**src/rtl/fetch_pkg.sv**
```systemverilog
// Shared types and constants for the instruction-fetch stage.
package fetch_pkg;

    typedef enum logic {
        RUN        = 1'b0,
        WAIT_REDIR = 1'b1
    } fetch_state_t;

    localparam logic [31:0] NOP_INSTR_DEF = 32'hE1A0_0000;
    localparam logic [31:0] PC_INC        = 32'd4;
    localparam logic [31:0] PC_R15_OFS    = 32'd8;

    // Writeback's R15 write outranks a branch resolved in execute.
    function automatic logic [31:0] redirTarget(
        input logic        pcSrcW,
        input logic [31:0] resultW,
        input logic [31:0] aluResultE
    );
        return pcSrcW ? resultW : aluResultE;
    endfunction

endpackage

```
**src/rtl/fetch_stage_if_id_reg.sv**
```systemverilog
// IF/ID pipeline register with synchronous clear (priority) and enable.
module if_id_reg
    import fetch_pkg::*;
#(
    parameter logic [31:0] NOP_INSTR = NOP_INSTR_DEF
) (
    input  logic        i_clk,
    input  logic        i_clear,
    input  logic        i_enable,
    input  logic [31:0] i_instr,
    input  logic [31:0] i_pcPlus8,
    input  logic        i_valid,
    output logic [31:0] o_instr,
    output logic [31:0] o_pcPlus8,
    output logic        o_valid
);

    logic [31:0] r_instr;
    logic [31:0] r_pcPlus8;
    logic        r_valid;

    always_ff @(posedge i_clk) begin
        if (i_clear) begin
            r_instr   <= NOP_INSTR;
            r_pcPlus8 <= '0;
            r_valid   <= 1'b0;
        end else if (i_enable) begin
            r_instr   <= i_instr;
            r_pcPlus8 <= i_pcPlus8;
            r_valid   <= i_valid;
        end
    end

    assign o_instr   = r_instr;
    assign o_pcPlus8 = r_pcPlus8;
    assign o_valid   = r_valid;

endmodule

```
**src/rtl/fetch_stage.sv**
```systemverilog
// Instruction-fetch stage: PC register, redirect FSM, imem handshake and IF/ID register.
module fetch_stage
    import fetch_pkg::*;
#(
    parameter logic [31:0] RESET_PC  = 32'h0000_0000,
    parameter logic [31:0] NOP_INSTR = NOP_INSTR_DEF
) (
    input  logic        i_clk,
    input  logic        i_reset,
    input  logic        i_StallF,
    input  logic        i_StallD,
    input  logic        i_FlushD,
    input  logic        i_BranchTakenE,
    input  logic [31:0] i_ALUResultE,
    input  logic        i_PCSrcW,
    input  logic [31:0] i_ResultW,
    input  logic        i_ImemRdyF,
    input  logic [31:0] i_ImemInstrF,
    output logic        o_ImemReqF,
    output logic [31:0] o_ImemAddrF,
    output logic [31:0] o_PCF,
    output logic        o_FetchBusyF,
    output logic [31:0] o_InstrD,
    output logic [31:0] o_PCPlus8D,
    output logic        o_ValidD
);

    fetch_state_t r_state;
    logic [31:0]  r_pcF;
    logic [31:0]  r_pendTarget;

    fetch_state_t w_stateNext;
    logic [31:0]  w_pcNext;
    logic [31:0]  w_pendNext;
    logic         w_redir;
    logic [31:0]  w_target;
    logic         w_goodFetch;
    logic [31:0]  w_fetchInstr;

    assign w_redir  = i_PCSrcW | i_BranchTakenE;
    assign w_target = redirTarget(i_PCSrcW, i_ResultW, i_ALUResultE);

    always_ff @(posedge i_clk) begin
        if (i_reset) begin
            r_state      <= RUN;
            r_pcF        <= RESET_PC;
            r_pendTarget <= '0;
        end else begin
            r_state      <= w_stateNext;
            r_pcF        <= w_pcNext;
            r_pendTarget <= w_pendNext;
        end
    end

    // The address must stay put while a fetch is outstanding, so a redirect
    // arriving mid-wait is parked and applied once the stale word returns.
    always_comb begin
        w_stateNext = r_state;
        w_pcNext    = r_pcF;
        w_pendNext  = r_pendTarget;
        case (r_state)
            RUN: begin
                if (i_ImemRdyF) begin
                    if (w_redir) begin
                        w_pcNext = w_target;
                    end else if (!i_StallF) begin
                        w_pcNext = r_pcF + PC_INC;
                    end
                end else if (w_redir) begin
                    w_pendNext  = w_target;
                    w_stateNext = WAIT_REDIR;
                end
            end
            WAIT_REDIR: begin
                if (w_redir) begin
                    w_pendNext = w_target;
                end
                if (i_ImemRdyF) begin
                    w_pcNext    = w_redir ? w_target : r_pendTarget;
                    w_stateNext = RUN;
                end
            end
            default: begin
                w_stateNext = RUN;
            end
        endcase
    end

    always_comb begin
        o_ImemReqF   = ~i_reset;
        o_ImemAddrF  = r_pcF;
        o_PCF        = r_pcF;
        o_FetchBusyF = o_ImemReqF & ~i_ImemRdyF;
        w_goodFetch  = i_ImemRdyF & (r_state == RUN) & ~w_redir;
        w_fetchInstr = w_goodFetch ? i_ImemInstrF : NOP_INSTR;
    end

    if_id_reg #(
        .NOP_INSTR (NOP_INSTR)
    ) u_ifIdReg (
        .i_clk     (i_clk),
        .i_clear   (i_reset | i_FlushD),
        .i_enable  (~i_StallD),
        .i_instr   (w_fetchInstr),
        .i_pcPlus8 (r_pcF + PC_R15_OFS),
        .i_valid   (w_goodFetch),
        .o_instr   (o_InstrD),
        .o_pcPlus8 (o_PCPlus8D),
        .o_valid   (o_ValidD)
    );

endmodule

```
**config.mk**
```make
export PLATFORM = sky130hd
export DESIGN_NAME = fetch_stage
export DESIGN_NICKNAME = d
export VERILOG_FILES = /design/src/rtl/fetch_pkg.sv /design/src/rtl/fetch_stage_if_id_reg.sv /design/src/rtl/fetch_stage.sv
export SDC_FILE = /design/constraint.sdc
export NUM_CORES = 1
export LEC_CHECK = 0
export CAP_MARGIN = 40
export CORE_AREA = 5 5 177 179
export DETAILED_ROUTE_END_ITERATION = 8
export DIE_AREA = 0 0 182 184
export SLEW_MARGIN = 20
export SYNTH_ARGS = -nofsm -noshare
export SYNTH_HDL_FRONTEND = slang
export SYNTH_HIERARCHICAL = 1
export SYNTH_SLANG_ARGS = --single-unit
```
**constraint.sdc**
```tcl
create_clock -name i_clk -period 5 [get_ports i_clk]
set_input_delay 1.25 -clock i_clk [delete_from_list [all_inputs] [get_ports i_clk]]
set_output_delay 1.25 -clock i_clk [all_outputs]
set_load 0.005 [all_outputs]
```
**After elaboration in Yosys (flattened, before gate mapping)**

Index checks and enable logic that the tools add are counted.

- Mux-type cells: 14
- Reductions and logical operators: 1
- Equality and inequality tests: 4
- $add $sub $neg: 2
- Bitwise operators: 9

Operators with widths:

| kind | count |
|---|---|
| $mux W32 | 8 |
| $pmux W32 S2 | 2 |
| $add A32 B3 Y32 const B | 1 |
| $add A32 B4 Y32 const B | 1 |
| $ne A2 B2 Y1 const B | 3 |
| $not A1 Y1 | 4 |
| $and A1 B1 Y1 | 3 |
| $mux W1 | 3 |
| $ne A3 B3 Y1 const B | 1 |
| $reduce_and A3 Y1 | 1 |
| $or A1 B1 Y1 | 2 |
| $pmux W1 S2 | 1 |

- Input bits: 104
- Register bits after elaboration: 130
- Output and inout bits: 131
- Logic and storage cells: 36

**Logic depth before layout (Yosys ltp)**

- Depth after elaboration: 5
- Mapped depth: 11
- Depth with buffers taken out: 8

**By module**

The synthesis kept the hierarchy.

Modules (own cells, without submodules):

| module | instances | area each (sq um) | cells each | sequential area each (sq um) |
|---|---|---|---|---|
| fetch_stage | 1 | 4884.7 | 678 | 1301.2 |
| if_id_reg | 1 | 2368.5 | 210 | 1301.2 |

**Least setup slack after synthesis**

OpenSTA, ideal clock, no wires.

- Path type: input port to output port
- Start: input i_reset
- End: output o_FetchBusyF
- Required time: 3750 ps
- Arrival: 1862 ps
- Stages on the path: 3
- Slack: 1888 ps
- Buffers on the path: 2
- Cell sequence: clkbuf_1 > clkbuf_1 > nor2_1

- Word-level cells in the longest chain between the ends: 2

RTL lines:

| element | RTL line | text |
|---|---|---|
| from (decl) | fetch_stage.sv:9 | `input logic i_reset,` |
| $not A1 Y1 | fetch_stage.sv:90 | `o_ImemReqF = ~i_reset;` |
| $and A1 B1 Y1 | fetch_stage.sv:93 | `o_FetchBusyF = o_ImemReqF & ~i_ImemRdyF;` |
| to (decl) | fetch_stage.sv:22 | `output logic o_FetchBusyF,` |

No other way between the ends.

**Worst setup path after layout**

- Start: input i_reset
- End: output o_ImemReqF

- Word-level cells in the longest chain between the ends: 1

RTL lines:

| element | RTL line | text |
|---|---|---|
| $not A1 Y1 | fetch_stage.sv:90 |  |
| to (decl) | fetch_stage.sv:19 | `output logic o_ImemReqF,` |

No other way between the ends.

==> impl_results.md <==
- Register area: approximately 2600 µm²
- Synth Flop Type: dfxtp_1
- Vias: 7220
- Maximum net fanout on the critical path: 3
- Yosys cell types: 72
- GRT Overall Usage: 0.152
- Most common cell after layout, fill and taps aside: clkdlybuf4s50_1
- Tightest Pin Transition: 0.856 ns
- Die Wd: 182 µm
- YS warnings: 6
- Core Rows: 63
- GPL Wtd Cong: 0.836
- Die Area: 33500 µm²
- Post-CTS repair timing setup buffer count: 0
- Reg2reg end: u_ifIdReg/o_pcPlus8[27]
- Layout cells sized above 1: 0.0622
- Mean Syn Cell Area: 8.17 µm²
- Syn nets: 994
- First-pass GRT wire length: 40300 µm
- FILL cells: 3076
- Area growth, synth to finish: 38.8%
- Clock Sinks: between 100 and 150
- Post-DR wirelength/cell: between 15 and 20 µm
- Max-cap viol count: 0
- CTS tree: done
- Highest-count cells in the layout ignoring fill and taps: 233 x clkdlybuf4s50_1, 130 x dfxtp_1, 101 x nor2_1
- Setup TNS: 0 ns
- Post-route minimum period: approximately 3.8 ns
- Initial antenna violation count: 1
- Routed Wire Length: 26800 µm
- Port Buf Inserts: 234
- Yosys reg bits: between 100 and 150
- Post-CTS Hold Fix Bufs: 0
- PwrDens: 278 nW/µm²
- Pins Over Slew Limit: 0
- CP Class: primary input to output port
- Grt ovf: 0
- RSZ-0062 raised after global routing: no
- Core ar.: 29400 µm²
- Iter 0 DRT Violations: 640
- Worst VDD drop: about 230 µV
- Endpoints failing setup: 0
- Final ANT Viol Nets: 0
- Leakage power total: around 0.0037 µW
- PostCTS Resize Cnt: 0
- WP data required: approximately 3.8 ns
- Status: complete, no violations
- Critical Path Start Type: primary input
- Nets: 1155
- Post-route cell area: approximately 10000 µm²
- Die H: around 180 µm
- HP Start: r_pendTarget[0]
- CP arrival: 2.53 ns
- IO Count: between 200 and 250
- Largest net degree at the start of global routing: 45
- Final period util: 0.756
- Critical R2R Launch: o_ImemAddrF[4]
- Avg Vias per Cell: approximately 5
- Reg clk slew, reported paths: 0.06 ns
- EDFF count, synth: 0
- Sequential area share after synthesis: 0.359
- Cell taking the most area after synthesis: dfxtp_1
- Area of the multi-input gates: 3890 µm²
- Largest buffer count on any clock path: 2
- Hold endpoint: r_pendTarget[0]
- WHS Path Cells: 2
- Cells after Synth: 888
- Drt pass-1 iters: 6
- Root Buffer: clkbuf_16
- Ant. Diodes: 0
- Crit. End Element: output port
- Area share of the largest cell type after synthesis: 0.359
- Placed Area: 9520 µm²
- H-tree depth: 4
- Flop2flop setup slack: between 2 and 2.5 ns
- Worst-skew pair later-pin latency: 0.42 ns
- Mapped Area: 7250 µm²
- Vias in the first global route: just under 7000
- DR DRC count: 0
- Worst min path class: flip-flop to flip-flop
- Starting Density: 0.247
- Hold Violations, Final: 0
- Dominant cells by area after synthesis: dfxtp_1 36%, mux2i_1 8.6%, o21ai_0 5.7%
- Max Clk Rate: 264 MHz
- CTS Buf Count: 17
- DP Wirelength: between 15000 and 20000 µm
- Slew margin rel.: 0.428
- Clock Skew: 0.0135 ns
- Fraction of registers with async set/reset: 0
- R2r worst-path depth: 8
## layer usage
metal	share of wire	wire, µm	global-route usage	vias up
met4	0.012	332	0.0381	2
met1	0.46	12400	0.213	3407
met2	0.45	11900	0.231	312
met5	0.00049	13	0	-
met3	0.078	2080	0.0412	23
li1	-	-	-	3476
## report_power, final
group | internal (µW) | leakage (µW) | switching, µW
Clock | 705 | 0.000258 | 471
Sequential | 1090 | 0.00106 | 74.6
Combinational | 247 | 0.00241 | 216
## state kept, by name (all words and copies together), names as in the netlist
name	cells
u_ifIdReg/o_instr	32
u_ifIdReg/o_pcPlus8	32
r_state	1
r_pendTarget	32
o_ImemAddrF	32
u_ifIdReg/o_valid	1
## worst max-delay path by stage
stage                 start      endpoint  slack [ns]
global placement    i_reset    o_ImemReqF        1.18
finish              i_reset    o_ImemReqF        1.22
global route        i_reset    o_ImemReqF        1.19
floorplan           i_reset  o_FetchBusyF        1.89
detailed placement  i_reset    o_ImemReqF        1.21
CTS                 i_reset    o_ImemReqF        1.20
## per-stage QoR
step	total power [µW]	instances	hold WS [ns]	util	setup slack [ns]
3_3_place_gp	1640	1420	0.461	0.324	1.18
3_5_place_dp	1650	1420	0.476	0.324	1.21
5_1_grt	2930	1451	0.514	0.342	1.19
6_report	2800	1451	0.489	0.342	1.22
4_1_cts	2840	1451	0.489	0.342	1.20
2_1_floorplan	1420	888	0.450	-	1.89
## cells in the mapped netlist, drive strengths merged (4+ instances only)
| cell | number |
|---|---|
| a211o | 6 |
| a211oi | 4 |
| a21oi | 76 |
| a22o | 7 |
| a22oi | 8 |
| a311oi | 4 |
| a31oi | 9 |
| a32o | 4 |
| and3 | 36 |
| and4 | 6 |
| buf | 67 |
| clkbuf | 47 |
| dfxtp | 130 |
| inv | 9 |
| mux2i | 62 |
| nand2 | 51 |
| nand2b | 14 |
| nand3 | 25 |
| nand4 | 16 |
| nor2 | 101 |
| nor2b | 4 |
| nor3 | 11 |
| nor4 | 8 |
| o21a | 7 |
| o21ai | 84 |
| o22ai | 17 |
| o31ai | 5 |
| xnor2 | 17 |
| xor2 | 10 |
## worst max-delay path, cell delays in order
cell and delay, ns:
clkdlybuf4s50_1 0.56, inv_1 0.19, clkdlybuf4s50_1 0.53
## cells by family (layout without fill, tap and decap cells)
family / after synthesis / after routing / synth area share
DFF: 130 / 130 / 0.359
buffers and inverters: 123 / 296 / 0.106
AOI/OAI and AO/OA: 254 / 254 / 0.213
muxes: 63 / 63 / 0.0871
xor gates and xnor gates: 27 / 27 / 0.0326
adders and majority gates: 2 / 2 / 0.00345
and+or+nand+nor: 289 / 289 / 0.199
## cell type report
class | count | area share
clock inverters | 9 | 0.00833
clock buffers | 22 | 0.0461
inverters | 9 | 0.00348
multi-input cells | 635 | 0.387
repair buffers | 256 | 0.249
flip-flops and latches | 130 | 0.258
well taps | 390 | 0.0485
(Power assumes the default switching activity.)
